===== src/rtl/path_player_pkg.sv =====
// Shared definitions for the maze solver datapath and the path player.
//   - move encoding (2 bits per step)
//   - player state encoding
//   - default buffer depth and replay step period
//   - move_onehot(): 2-bit move -> {down,left,right,up} LED pattern
package path_player_pkg;

    localparam logic [1:0] MV_UP    = 2'b00;
    localparam logic [1:0] MV_RIGHT = 2'b01;
    localparam logic [1:0] MV_LEFT  = 2'b10;
    localparam logic [1:0] MV_DOWN  = 2'b11;

    localparam int DEPTH_DEF       = 64;
    localparam int STEP_CYCLES_DEF = 50000000;

    typedef enum logic [2:0] {
        ST_IDLE,
        ST_FETCH,
        ST_CAPTURE,
        ST_READY,
        ST_PLAY,
        ST_FINISHED,
        ST_FAILED
    } state_t;

    // Move codes were chosen so that the code is the LED bit index.
    function automatic logic [3:0] move_onehot(input logic [1:0] mv);
        return 4'b0001 << mv;
    endfunction

endpackage


===== src/rtl/path_buffer.sv =====
// Path move store: DEPTH x 2-bit register file.
//   clk   - write clock
//   we    - write enable
//   waddr - write address
//   wdata - move to store
//   raddr - read address (asynchronous read)
//   rdata - move at raddr
// Contents are not reset; nothing is read before it has been written.
module path_buffer #(
    parameter int DEPTH = 64,
    parameter int PTR_W = 6
) (
    input  logic             clk,
    input  logic             we,
    input  logic [PTR_W-1:0] waddr,
    input  logic [1:0]       wdata,
    input  logic [PTR_W-1:0] raddr,
    output logic [1:0]       rdata
);

    logic [1:0] mem [DEPTH];

    always_ff @(posedge clk) begin
        if (we) mem[waddr] <= wdata;
    end

    assign rdata = mem[raddr];

endmodule


===== src/rtl/path_player.sv =====
// Path player: drains the solved path from the maze solver one move per
// run/move handshake, stores it, then replays it at a visible pace.
//   clk, rst        - clock, async active-low reset
//   solver_done/fail- solver result levels (sampled in IDLE only)
//   move, move_last - solver move, valid the cycle after run
//   run             - one-cycle request for the next move
//   replay_start    - start/restart replay (READY/FINISHED only)
//   led_dir         - one-hot current move {down,left,right,up}
//   x_pos, y_pos    - replay position, 4-bit wrapping
//   path_len        - number of captured moves
//   busy            - FETCH/CAPTURE/PLAY
//   fail, overflow  - solver failure / path too long (sticky)
//   pos_err         - replay position wrapped (sticky)
//   replay_done     - replay finished
module path_player
    import path_player_pkg::*;
#(
    parameter int DEPTH       = DEPTH_DEF,
    parameter int PTR_W       = 6,
    parameter int STEP_CYCLES = STEP_CYCLES_DEF,
    parameter int CNT_W       = 26
) (
    input  logic             clk,
    input  logic             rst,
    input  logic             solver_done,
    input  logic             solver_fail,
    input  logic [1:0]       move,
    input  logic             move_last,
    output logic             run,
    input  logic             replay_start,
    output logic [3:0]       led_dir,
    output logic [3:0]       x_pos,
    output logic [3:0]       y_pos,
    output logic [PTR_W:0]   path_len,
    output logic             busy,
    output logic             fail,
    output logic             overflow,
    output logic             pos_err,
    output logic             replay_done
);

    state_t           state, state_nx;
    logic [PTR_W-1:0] rd_ptr;
    logic [CNT_W-1:0] timer;
    logic [1:0]       cur_move;
    logic             step_end, last_step, cap_full;

    path_buffer #(.DEPTH(DEPTH), .PTR_W(PTR_W)) u_buf (
        .clk   (clk),
        .we    (state == ST_CAPTURE),
        .waddr (path_len[PTR_W-1:0]),
        .wdata (move),
        .raddr (rd_ptr),
        .rdata (cur_move)
    );

    assign step_end  = (timer == CNT_W'(STEP_CYCLES - 1));
    assign last_step = ({1'b0, rd_ptr} == path_len - (PTR_W+1)'(1));
    // The move being captured now fills the last free slot.
    assign cap_full  = (path_len == (PTR_W+1)'(DEPTH - 1));

    always_ff @(posedge clk or negedge rst) begin
        if (!rst) state <= ST_IDLE;
        else      state <= state_nx;
    end

    always_comb begin
        state_nx = state;
        case (state)
            ST_IDLE: begin
                if (solver_fail)      state_nx = ST_FAILED;
                else if (solver_done) state_nx = ST_FETCH;
            end
            ST_FETCH:   state_nx = ST_CAPTURE;
            ST_CAPTURE: begin
                if (move_last)     state_nx = ST_READY;
                else if (cap_full) state_nx = ST_FAILED;
                else               state_nx = ST_FETCH;
            end
            ST_READY, ST_FINISHED: begin
                if (replay_start) state_nx = ST_PLAY;
            end
            ST_PLAY: begin
                if (step_end && last_step) state_nx = ST_FINISHED;
            end
            ST_FAILED: state_nx = ST_FAILED;
            default:   state_nx = ST_IDLE;
        endcase
    end

    always_ff @(posedge clk or negedge rst) begin
        if (!rst) begin
            path_len <= '0;
            rd_ptr   <= '0;
            timer    <= '0;
            x_pos    <= '0;
            y_pos    <= '0;
            overflow <= 1'b0;
            pos_err  <= 1'b0;
        end else begin
            case (state)
                ST_IDLE: begin
                    if (!solver_fail && solver_done) path_len <= '0;
                end
                ST_CAPTURE: begin
                    path_len <= path_len + (PTR_W+1)'(1);
                    if (!move_last && cap_full) overflow <= 1'b1;
                end
                ST_READY, ST_FINISHED: begin
                    if (replay_start) begin
                        rd_ptr <= '0;
                        timer  <= '0;
                        x_pos  <= '0;
                        y_pos  <= '0;
                    end
                end
                ST_PLAY: begin
                    if (step_end) begin
                        timer  <= '0;
                        rd_ptr <= rd_ptr + PTR_W'(1);
                        // Position arithmetic wraps mod 16; flag any wrap.
                        case (cur_move)
                            MV_UP: begin
                                y_pos <= y_pos - 4'd1;
                                if (y_pos == 4'd0) pos_err <= 1'b1;
                            end
                            MV_DOWN: begin
                                y_pos <= y_pos + 4'd1;
                                if (y_pos == 4'd15) pos_err <= 1'b1;
                            end
                            MV_RIGHT: begin
                                x_pos <= x_pos + 4'd1;
                                if (x_pos == 4'd15) pos_err <= 1'b1;
                            end
                            default: begin
                                x_pos <= x_pos - 4'd1;
                                if (x_pos == 4'd0) pos_err <= 1'b1;
                            end
                        endcase
                    end else begin
                        timer <= timer + CNT_W'(1);
                    end
                end
                default: ;
            endcase
        end
    end

    assign run         = (state == ST_FETCH);
    assign led_dir     = (state == ST_PLAY) ? move_onehot(cur_move) : 4'b0000;
    assign busy        = (state == ST_FETCH) || (state == ST_CAPTURE) || (state == ST_PLAY);
    // FAILED is terminal, so the state itself is the sticky flag.
    assign fail        = (state == ST_FAILED);
    assign replay_done = (state == ST_FINISHED);

endmodule


===== config.mk =====
export PLATFORM = sky130hd
export DESIGN_NAME = path_player
export DESIGN_NICKNAME = d
export VERILOG_FILES = /design/src/rtl/path_player_pkg.sv /design/src/rtl/path_buffer.sv /design/src/rtl/path_player.sv
export SDC_FILE = /design/constraint.sdc
export NUM_CORES = 1
export LEC_CHECK = 0
export CORE_ASPECT_RATIO = 0.6
export CORE_UTILIZATION = 40
export DETAILED_ROUTE_END_ITERATION = 8
export GPL_TIMING_DRIVEN = 0
export HOLD_SLACK_MARGIN = 0.05
export PLACE_DENSITY = 0.65
export RECOVER_POWER = 25
export SLEW_MARGIN = 20
export SYNTH_ARGS = -nofsm -noshare
export SYNTH_HDL_FRONTEND = slang
export SYNTH_SLANG_ARGS = --single-unit
export TNS_END_PERCENT = 10

===== constraint.sdc =====
create_clock -name clk -period 6.5 [get_ports clk]
set_input_delay 0.65 -clock clk [delete_from_list [all_inputs] [get_ports clk]]
set_output_delay 0.65 -clock clk [all_outputs]
set_load 0.005 [all_outputs]

==> metrics.csv, run 1 <==
stage,metric,value,unit
placement,placed_cell_area,9450,µm²
die,start_util,0.412,
yosys,synth_ff_type,edfxtp_1,
power_and_ir_drop,ir_drop,0.198,mV
cells_and_area,final_cell_area,9960,µm²
detailed_routing,vias,6152,
timing,final.setup_skew,0.0113,ns
worst_hold_path,min_path_type,register to register,
grt,grt_pass1_wl,34100,µm
setup_path,crit_family,buffers and inverters,
grt,grt-ovfl-total,0,
setup_path,path_max_fanout,10,
setup_path,rr_worst_depth,15,
clocking,cts_tree,done,
detailed_routing,dr.first_iter.drc_count,798,
yosys,syn-num-nets,731,
yosys,ys_async_sr_fraction,0.289,
detailed_routing,postRouteAntennaNets,0,
yosys,synth-edff-count,128,
setup_path,reg2reg_to,y_pos[3],
cells_and_area,antennaDiodeCount,0,
timing,slew_viol_final,89,
timing,min_period_over_period,0.732,
setup_path,rr_startpoint,rd_ptr[1],
grt,grt_pass1_vias,5676,
setup_path,start_kind,register,
power_and_ir_drop,leakage,3.43,nW
clocking,cts_buffer_depth,2,
detailed_routing,first_pass_iters,7,
yosys,yosysTopAreaCell,edfxtp_1,
yosys,seq_area_frac_synth,0.590,
cells_and_area,final_cell_mix,"128 x edfxtp_1, 95 x nor2_1, 52 x dfrtp_1, 42 x nand2_1, 37 x nand3_1",
timing,tns,0,ns
yosys,synthCells,709,
timing,fmax,210,MHz
clocking,path_clk_slew,0.07,ns
worst_hold_path,hold_path_end,overflow,
placement,hpwl,15500,µm
setup_path,critical_path.cell_chain,"buf_2, clkbuf_1, mux4_2, a22oi_1, nand3_1, o21ai_0, o21a_1, ha_1, and3_1, clkdlybuf4s50_1",
yosys,ys_types,69,
worst_hold_path,worstHoldStart,overflow,
timing,rsz0062_at_grt,no,
placement,gp_congestion,0.851,
power_and_ir_drop,total_power,0.00337,W
die,die_w,193,µm
clocking,cts_buffers,17,
outcome,violations,"DRC, capacitance limit, slew limit",
timing,maxSlewHeadroom,-0.712,
worst_hold_path,whs_path_depth,1,
die,row_count,41,
clocking,clk-insertion-delay-late,0.43,ns
yosys,ys_warn_count,0,
clocking,cts.sinks,180,
timing,period_needed,4.76,ns
yosys,netlist.area_leader.share,0.441,
grt,grt_max_degree,46,
timing,worst_pin_slew,2.57,ns
die,core,21200,µm²
timing,finalSetupViolCount,0,
grt,grt_antenna_before_repair,0,
setup_path,regToRegSetupSlack,2.21,ns
yosys,ys_ff_latch,180,
setup_path,worstSetupPathType,register to output port,
cells_and_area,final_common_cell,edfxtp_1,
cells_and_area,nets,786,
cells_and_area,drive_above_1_share,0.133,
yosys,postSynthAreaPerCell,12.3,µm²
die,die_area,22400,µm²
die,fp.dieH,116,µm
yosys,netlist_area,8720,µm²
setup_path,path_buf_inv,3,
setup_path,crit_arrival,4.11,ns
detailed_routing,postRouteWirelength,22100,µm
clocking,postCtsSetupRepairBufs,0,
setup_path,slowest_delay,0.66,ns
run,max_cap_violations,2,
cells_and_area,layout-area-overhead-vs-synth,14.2,%
detailed_routing,wire_per_inst,20.9,µm
power_and_ir_drop,powerDensity,339,nW/µm²
outcome,status,"finished, violations left",
setup_path,cp_slowest_cell,clkbuf_1,
yosys,synth_area_leaders,"edfxtp_1 44%, dfrtp_1 15%, mux4_2 7.0%, nor2_1 4.1%, nand3_1 2.1%",
die,io_pins,33,
clocking,root_buffer,clkbuf_16,
detailed_routing,drc,6,
timing,finalHoldViolations,0,
detailed_routing,vias_per_cell,5.83,
setup_path,cp-end-kind,output port,
clocking,htreeDepth,4,
placement,port_buffers,32,
cells_and_area,fillers,1883,
setup_path,critPathLaunch,rd_ptr[1],
grt,track_usage,0.210,
setup_path,required,5.85,ns
## synthesized netlist by cell type (all sizes together), types with 7 or more instances
cell	count
ha	12
nor2	96
nand4	13
a22o	7
and3	13
inv	23
nor3	14
mux2i	8
a22oi	7
and2	9
xnor2	7
nand3	38
nand2	42
o21ai	33
mux2	11
mux4	27
a21oi	27
dfrtp	52
clkbuf	21
buf	20
edfxtp	128
o21bai	7
a31oi	16
## metrics by stage
stage          setup WS [ns]  utilization  instances  hold slack [ns]
2_1_floorplan           3.21            -        709            0.354
3_3_place_gp            2.34        0.443       1020            0.459
3_5_place_dp            2.27        0.446       1023            0.457
4_1_cts                 1.73        0.472       1055            0.477
5_1_grt                 1.57        0.470       1055            0.489
6_report                1.74        0.470       1055            0.475
## sequential cells by signal (all words and copies together), names as in the netlist
register	cells
rd_ptr	6
x_pos	4
path_len	7
overflow	1
u_buf.mem	128
pos_err	1
timer	26
y_pos	4
state	3
## logic make-up after synthesis
group / after synthesis / synth area share
buffers and inverters: 64 / 0.0337
AO/OA/AOI/OAI: 136 / 0.102
flip-flops: 180 / 0.590
XOR/XNOR: 11 / 0.0110
AND/OR/NAND/NOR: 258 / 0.148
adder cells (fa/ha/maj): 14 / 0.0218
multiplexers: 46 / 0.0931
## final cells by class
class                   instances  area (µm²)  share of cell area
inverters                      23        86.3             0.00867
multi-input cells             465        3280               0.330
plain buffers                  41         208              0.0208
repair buffers                 36         339              0.0340
clock buffers                  17         425              0.0427
flip-flops and latches        180        5140               0.516
clock inverters                14         126              0.0127
well taps                     279         349              0.0350
## what timing repair did
item | 4_1_cts | 5_1_grt
gates resized for setup | 0 | 0
hold buffers | 1 | 0
hold endpoints to repair | 7 | 0
setup endpoints to repair | 0 | 0
## where the power goes
part           leakage [nW]  internal [W]  total [W]  switching, W
sequential             1.85       0.00130    0.00137     0.0000669
combinational          1.30      0.000370    0.00102      0.000647
clock                 0.268      0.000531   0.000991      0.000460
## metal layers
metal  track usage  up-vias  routed length [µm]
met4        0.0457        0                 221
met1         0.356     3047               11500
li1              -     2808                   -
met3        0.0481       21                2000
met5             0        -                   0
met2         0.259      276                8390
## worst max-delay path by stage
stage          slack, ns  cells after the start    endpoint
2_1_floorplan       3.21                     15    x_pos[3]
3_3_place_gp        2.34                     10  led_dir[0]
3_5_place_dp        2.27                     10  led_dir[0]
4_1_cts             1.73                     10  led_dir[0]
5_1_grt             1.57                     11  led_dir[3]
6_report            1.74                     10  led_dir[0]
## worst register-to-register path, stage by stage (launching register included)
cell      delay [ns]
dfrtp_1         0.35
buf_2           0.29
clkbuf_1        0.67
mux4_2          0.45
a22oi_1         0.19
nand3_1         0.12
o21ai_0         0.37
o21ai_0         0.19
ha_1            0.34
inv_1           0.14
ha_1            0.24
a21o_1          0.17
a21oi_1         0.17
mux2i_1         0.24
o21ai_0         0.10
a31oi_1         0.17
Note: power is estimated with default switching activity, not from simulation.
==> run 2: changes to the inputs <==
- PLACE_DENSITY: 0.65 -> 0.67
- clock period: 6.5 -> 3.9 ns (I/O delays scaled with it)
==> run 2 against run 1 <==
Effect of this change:
- the run still ends with DRC, capacitance limit, slew limit left
- power rose by 71%
- non-clock buffer count rose by 6
- first-iteration DRC count fell by 3.1%
- largest cell class unchanged
- critical path depth rose by 1
- via count rose by 0.46%
- hold slack improved by 0.015 ns
- combinational power rose by 72%
- register-to-register slack got worse by 2.0 ns
- clock skew fell by 0.0038 ns
- final area rose by 2.0%
- clock-buffer cell count did not move
==> metrics.csv, run 2 (same netlist as run 1, synthesis figures left out) <==
stage,metric,value,unit
die,die_w,193,µm
cells_and_area,layout-area-overhead-vs-synth,16.5,%
timing,finalSetupViolCount,0,
power_and_ir_drop,total_power,0.00577,W
power_and_ir_drop,ir_drop,0.391,mV
setup_path,path_max_fanout,5,
outcome,status,"finished, violations left",
cells_and_area,final_cell_mix,"128 x edfxtp_1, 95 x nor2_1, 52 x dfrtp_1, 42 x nand2_1, 37 x nand3_1",
setup_path,cp-end-kind,output port,
cells_and_area,fillers,1859,
placement,dpl.cell_count,1022,
die,start_util,0.412,
setup_path,rr_worst_depth,15,
cells_and_area,largest_reg_flops,128,
clocking,root_buffer,clkbuf_16,
timing,slew_viol_final,86,
cells_and_area,drive_above_1_share,0.156,
grt,grt_max_degree,53,
cells_and_area,seq_area,5140,µm²
setup_path,required,3.51,ns
detailed_routing,dr.first_iter.drc_count,773,
cells_and_area,final_common_cell,edfxtp_1,
outcome,violations,"DRC, capacitance limit, slew limit",
timing,fin_hold_ws,0.489,ns
cells_and_area,antennaDiodeCount,0,
setup_path,worstSetupPathType,register to output port,
run,max_cap_violations,2,
setup_path,endpoint,led_dir[0],
grt,grt_pass1_vias,5776,
timing,period_needed,3.84,ns
placement,port_buffers,32,
setup_path,reg2reg_to,y_pos[3],
setup_path,crit_arrival,3.45,ns
worst_hold_path,min_path_type,register to register,
grt,grt_antenna_before_repair,0,
die,die_area,22400,µm²
die,io_pins,33,
cells_and_area,nets,792,
detailed_routing,wire_per_inst,20.7,µm
timing,final.setup_skew,0.00754,ns
detailed_routing,vias_per_cell,5.83,
cells_and_area,top_regs,"u_buf.mem: 128 flops, timer: 26 flops, path_len: 7 flops",
clocking,htreeDepth,4,
timing,min_period_over_period,0.986,
clocking,cts_tree,done,
detailed_routing,postRouteWirelength,21900,µm
detailed_routing,postRouteAntennaNets,0,
grt,track_usage,0.208,
timing,finalHoldViolations,0,
timing,maxSlewHeadroom,-0.254,
setup_path,regToRegSetupSlack,0.25,ns
timing,fmax,260,MHz
clocking,path_clk_slew,0.07,ns
cells_and_area,multi_input_area,3340,µm²
die,row_count,41,
clocking,cts_buffer_depth,2,
clocking,cts_buffers,17,
placement,gp_congestion,0.841,
die,core,21200,µm²
power_and_ir_drop,leakage,3.49,nW
detailed_routing,drc,2,
clocking,clk-insertion-delay-late,0.44,ns
setup_path,rr_startpoint,rd_ptr[0],
detailed_routing,first_pass_iters,7,
clocking,cts.sinks,180,
placement,hpwl,15200,µm
cells_and_area,stdcell_count,1060,
power_and_ir_drop,powerDensity,568,nW/µm²
setup_path,critPathLaunch,rd_ptr[0],
grt,grt-ovfl-total,0,
grt,grt_pass1_wl,33700,µm
die,fp.dieH,116,µm
cells_and_area,largest-register,u_buf.mem,
timing,worst_pin_slew,1.88,ns
setup_path,start_kind,register,
detailed_routing,vias,6180,
run 2: cell types whose count changed in the layout (fill, tap and decap cells not counted), sizes merged:
cell and delta:
inv -5, buf +6, bufinv +2, clkinvlp +1, clkinv +1
run 2: layout make-up:
| type | instances | area share |
|---|---|---|
| repair buffers | 42 | 0.0387 |
| clock inverters | 13 | 0.0159 |
| plain buffers | 41 | 0.0254 |
| clock buffers | 17 | 0.0419 |
| well taps | 279 | 0.0344 |
| inverters | 23 | 0.00850 |
| multi-input cells | 465 | 0.329 |
| flip-flops and latches | 180 | 0.506 |
run 2: how the worst min path moves through the flow:
stage / depth (start not counted) / to / start / slack, ns
2_1_floorplan: 0 / overflow / rst / 0.09
4_1_cts: 1 / u_buf.mem[26][0] / move[0] / 0.37
6_report: 1 / overflow / overflow / 0.49
3_5_place_dp: 1 / overflow / overflow / 0.47
3_3_place_gp: 1 / overflow / overflow / 0.46
5_1_grt: 1 / overflow / overflow / 0.51
run 2: repair_timing:
| action | in CTS | in global routing |
|---|---|---|
| endpoints found under the setup margin | 6 | 5 |
| hold endpoints to repair | 52 | 0 |
| gates cloned | 0 | 1 |
| hold buffers | 1 | 0 |
| pin swaps | 2 | 2 |
| gates resized for setup | 16 | 16 |
| buffers inserted | 1 | 5 |
run 2: critical path: stages (launching register included):
cell	delay, ns
dfrtp_1	0.37
buf_6	0.16
buf_12	0.14
mux4_2	0.53
mux2i_4	0.20
o21ai_0	0.12
o21bai_2	0.23
a31oi_2	0.25
buf_4	0.16
ha_4	0.16
and3_4	0.18
clkdlybuf4s50_1	0.49
run 2: stage by stage:
stage	worst slack, ns	TNS [ns]	utilization	area [µm²]
after floorplan	0.612	0	-	8720
after global routing	-0.0220	-0.0341	0.480	10200
after global placement	-0.231	-0.396	0.443	9390
after CTS	0.00632	0	0.475	10100
final	0.0554	0	0.480	10200
after detailed placement	-0.320	-0.517	0.445	9420
run 2: where the power goes:
group	switching (W)	internal, W	total (W)
Clock	0.000747	0.000999	0.00175
Sequential	0.000110	0.00217	0.00228
Combinational	0.00109	0.000653	0.00175
Total	0.00195	0.00382	0.00577
run 2: layer usage:
layer  wire length, µm  GRT usage
met2              8420      0.257
met3              2010     0.0445
met5                 0          0
met1             11200      0.345
met4               308     0.0693
==> run 3: changes to the inputs <==
- MAX_ROUTING_LAYER: unset -> met4
- SYNTH_HIERARCHICAL: unset -> 1
==> run 3 against run 2 <==
Effect of this change:
- the run ends with DRC, capacitance limit, slew limit, setup timing left
- clock power about the same
- critical path depth decreased by 2
- wire length increased by 2.6%
- die area increased by 0.69%
- register-to-register slack got worse by 0.12 ns
- critical endpoint is now led_dir[3]
==> metrics.csv, run 3 <==
stage,metric,value,unit
outcome,status,"finished, violations left",
outcome,violations,"DRC, capacitance limit, slew limit, setup timing",
setup_path,cp_slowest_cell,clkdlybuf4s50_1,
detailed_routing,dr.first_iter.drc_count,1018,
clocking,path_clk_slew,0.07,ns
setup_path,path_max_fanout,10,
yosys,netlist_area,8780,µm²
run,max_cap_violations,2,
clocking,htreeDepth,4,
yosys,syn-num-nets,741,
grt,grt_pass1_vias,5750,
cells_and_area,nets,797,
clocking,cts_buffer_depth,2,
die,die_w,193,µm
cells_and_area,antennaDiodeCount,0,
yosys,ys_async_sr_fraction,0.289,
yosys,synthCells,719,
cells_and_area,top_regs,"u_buf/mem: 128 flops, timer: 26 flops, path_len: 7 flops",
clocking,clk-insertion-delay-late,0.43,ns
timing,tns,-0.00908,ns
setup_path,worstSetupPathType,register to output port,
cells_and_area,drive_above_1_share,0.123,
yosys,seq_area_frac_synth,0.586,
timing,period_needed,3.91,ns
die,die_area,22600,µm²
setup_path,critPathMostFrequentCell,nor2_1,
timing,finalSetupViolCount,1,
timing,min_period_over_period,1.00,
setup_path,required,3.51,ns
detailed_routing,wire_per_inst,21.1,µm
die,fp.dieH,117,µm
timing,fmax,256,MHz
power_and_ir_drop,ir_drop,0.389,mV
timing,maxSlewHeadroom,-0.668,
detailed_routing,first_pass_iters,7,
clocking,cts_tree,done,
grt,grt-ovfl-total,0,
clocking,cts_buffers,17,
yosys,postSynthAreaPerCell,12.2,µm²
setup_path,cp-end-kind,output port,
placement,hpwl,15500,µm
yosys,ys_warn_count,6,
grt,grt_antenna_before_repair,0,
power_and_ir_drop,total_power,0.00581,W
grt,grt_pass1_wl,35200,µm
setup_path,slowest_delay,0.53,ns
setup_path,crit_arrival,3.52,ns
timing,rsz0062_at_grt,yes,
die,row_count,41,
yosys,ys_ff_latch,180,
detailed_routing,vias_per_cell,6.04,
placement,gp_congestion,0.882,
cells_and_area,stdcell_count,1067,
yosys,ys_types,64,
cells_and_area,largest_reg_flops,128,
timing,slew_viol_final,90,
yosys,netlist.area_leader.share,0.438,
cells_and_area,final_common_cell,edfxtp_1,
timing,worst_pin_slew,2.50,ns
yosys,synth_area_leaders,"edfxtp_1 44%, dfrtp_1 15%, mux4_2 7.4%, nor2_1 4.1%, nand2_1 1.9%",
die,io_pins,33,
cells_and_area,largest-register,u_buf/mem,
grt,track_usage,0.215,
clocking,cts.sinks,180,
yosys,synth.top_cells.by_count,"128 x edfxtp_1, 95 x nor2_1, 52 x dfrtp_1",
cells_and_area,final_cell_mix,"128 x edfxtp_1, 95 x nor2_1, 48 x dfrtp_1, 45 x nand2_1, 33 x clkbuf_1",
setup_path,critical_path.cell_chain,"clkbuf_4, nor2_1, a22oi_1, and4b_1, a311oi_2, ha_2, inv_1, nor2_1, clkdlybuf4s50_1",
yosys,synth.most_common_cell,edfxtp_1,
detailed_routing,vias,6450,
power_and_ir_drop,powerDensity,570,nW/µm²
detailed_routing,postRouteWirelength,22500,µm
yosys,synth_ff_type,edfxtp_1,
cells_and_area,layout-area-overhead-vs-synth,16.1,%
timing,timing.final.ws_setup,-0.00908,ns
timing,final.setup_skew,0.0106,ns
power_and_ir_drop,leakage,3.49,nW
detailed_routing,postRouteAntennaNets,0,
yosys,synth-edff-count,128,
yosys,yosysTopAreaCell,edfxtp_1,
grt,grt_max_degree,53,
die,start_util,0.413,
setup_path,start_kind,register,
placement,dpl.cell_count,1033,
placement,port_buffers,32,
cells_and_area,fin_util,0.479,
detailed_routing,drc,3,
die,core,21300,µm²
setup_path,regToRegSetupSlack,0.13,ns
timing,finalHoldViolations,0,
worst_hold_path,min_path_type,register to register,
clocking,root_buffer,clkbuf_16,
[run 3: metrics by stage]
stage / cell area, µm² / worst slack, ns / hold WS (ns)
after global placement: 9450 / -0.462 / 0.458
final: 10200 / -0.00908 / 0.472
after CTS: 10200 / -0.0226 / 0.466
after global routing: 10200 / -0.0993 / 0.480
after floorplan: 8780 / 0.454 / 0.0944
after detailed placement: 9520 / -0.505 / 0.400
[run 3: metal layers]
metal / share of wire / GRT usage / up-vias
li1: - / - / 2879
met1: 0.52 / 0.354 / 3198
met2: 0.36 / 0.242 / 349
met4: 0.011 / 0.0555 / 0
met3: 0.11 / 0.0587 / 24
met5: 0 / - / -
[run 3: cell type report]
type,instances,area [µm²]
multi-input combinational,483,3420
fill,1847,11100
buffer,39,220
clock buffer,22,454
timing repair buffer,37,385
sequential,180,5150
tap,279,349
clock inverter,10,149
inverter,17,63.8
[run 3: final timing paths]
check / start / endpoint / cells past startpoint
min in group asynchronous: rst / x_pos[0] / 3
max in group asynchronous: rst / rd_ptr[4] / 3
worst min register to register: overflow / overflow / 1
worst max-delay path: rd_ptr[2] / led_dir[3] / 9
worst max register to register: rd_ptr[2] / y_pos[3] / 13
worst min-delay path: overflow / overflow / 1
[run 3: repair_timing]
item	4_1_cts	5_1_grt
pin swaps	1	1
buffers inserted	1	0
hold buffers	1	0
setup endpoints to repair	7	5
hold endpoints to repair	52	0
resized for setup	13	16
[run 3: worst max-delay path, delay by kind of cell (launching register included)]
kind,cells,cell delay (ns)
flops,1,0.52
simple gates,3,0.77
compound gates,2,0.57
fa+ha+maj,1,0.33
buf+inv,3,0.89
[run 3: power breakdown]
group          internal, W  switching (W)  total, W
clock              0.00103       0.000741   0.00177
sequential         0.00218       0.000198   0.00238
combinational     0.000563        0.00109   0.00165
total              0.00378        0.00203   0.00581
[run 3: cells by family (layout without fill, tap and decap cells)]
| family | count (synthesis) | count (layout) | synth area share |
|---|---|---|---|
| adder cells (fa/ha/maj) | 14 | 14 | 0.0216 |
| XOR/XNOR | 11 | 11 | 0.0110 |
| AND/OR/NAND/NOR | 269 | 269 | 0.157 |
| buffers and inverters | 56 | 125 | 0.0279 |
| multiplexers | 37 | 37 | 0.0837 |
| flip-flops | 180 | 180 | 0.586 |
| AO/OA/AOI/OAI | 152 | 152 | 0.114 |
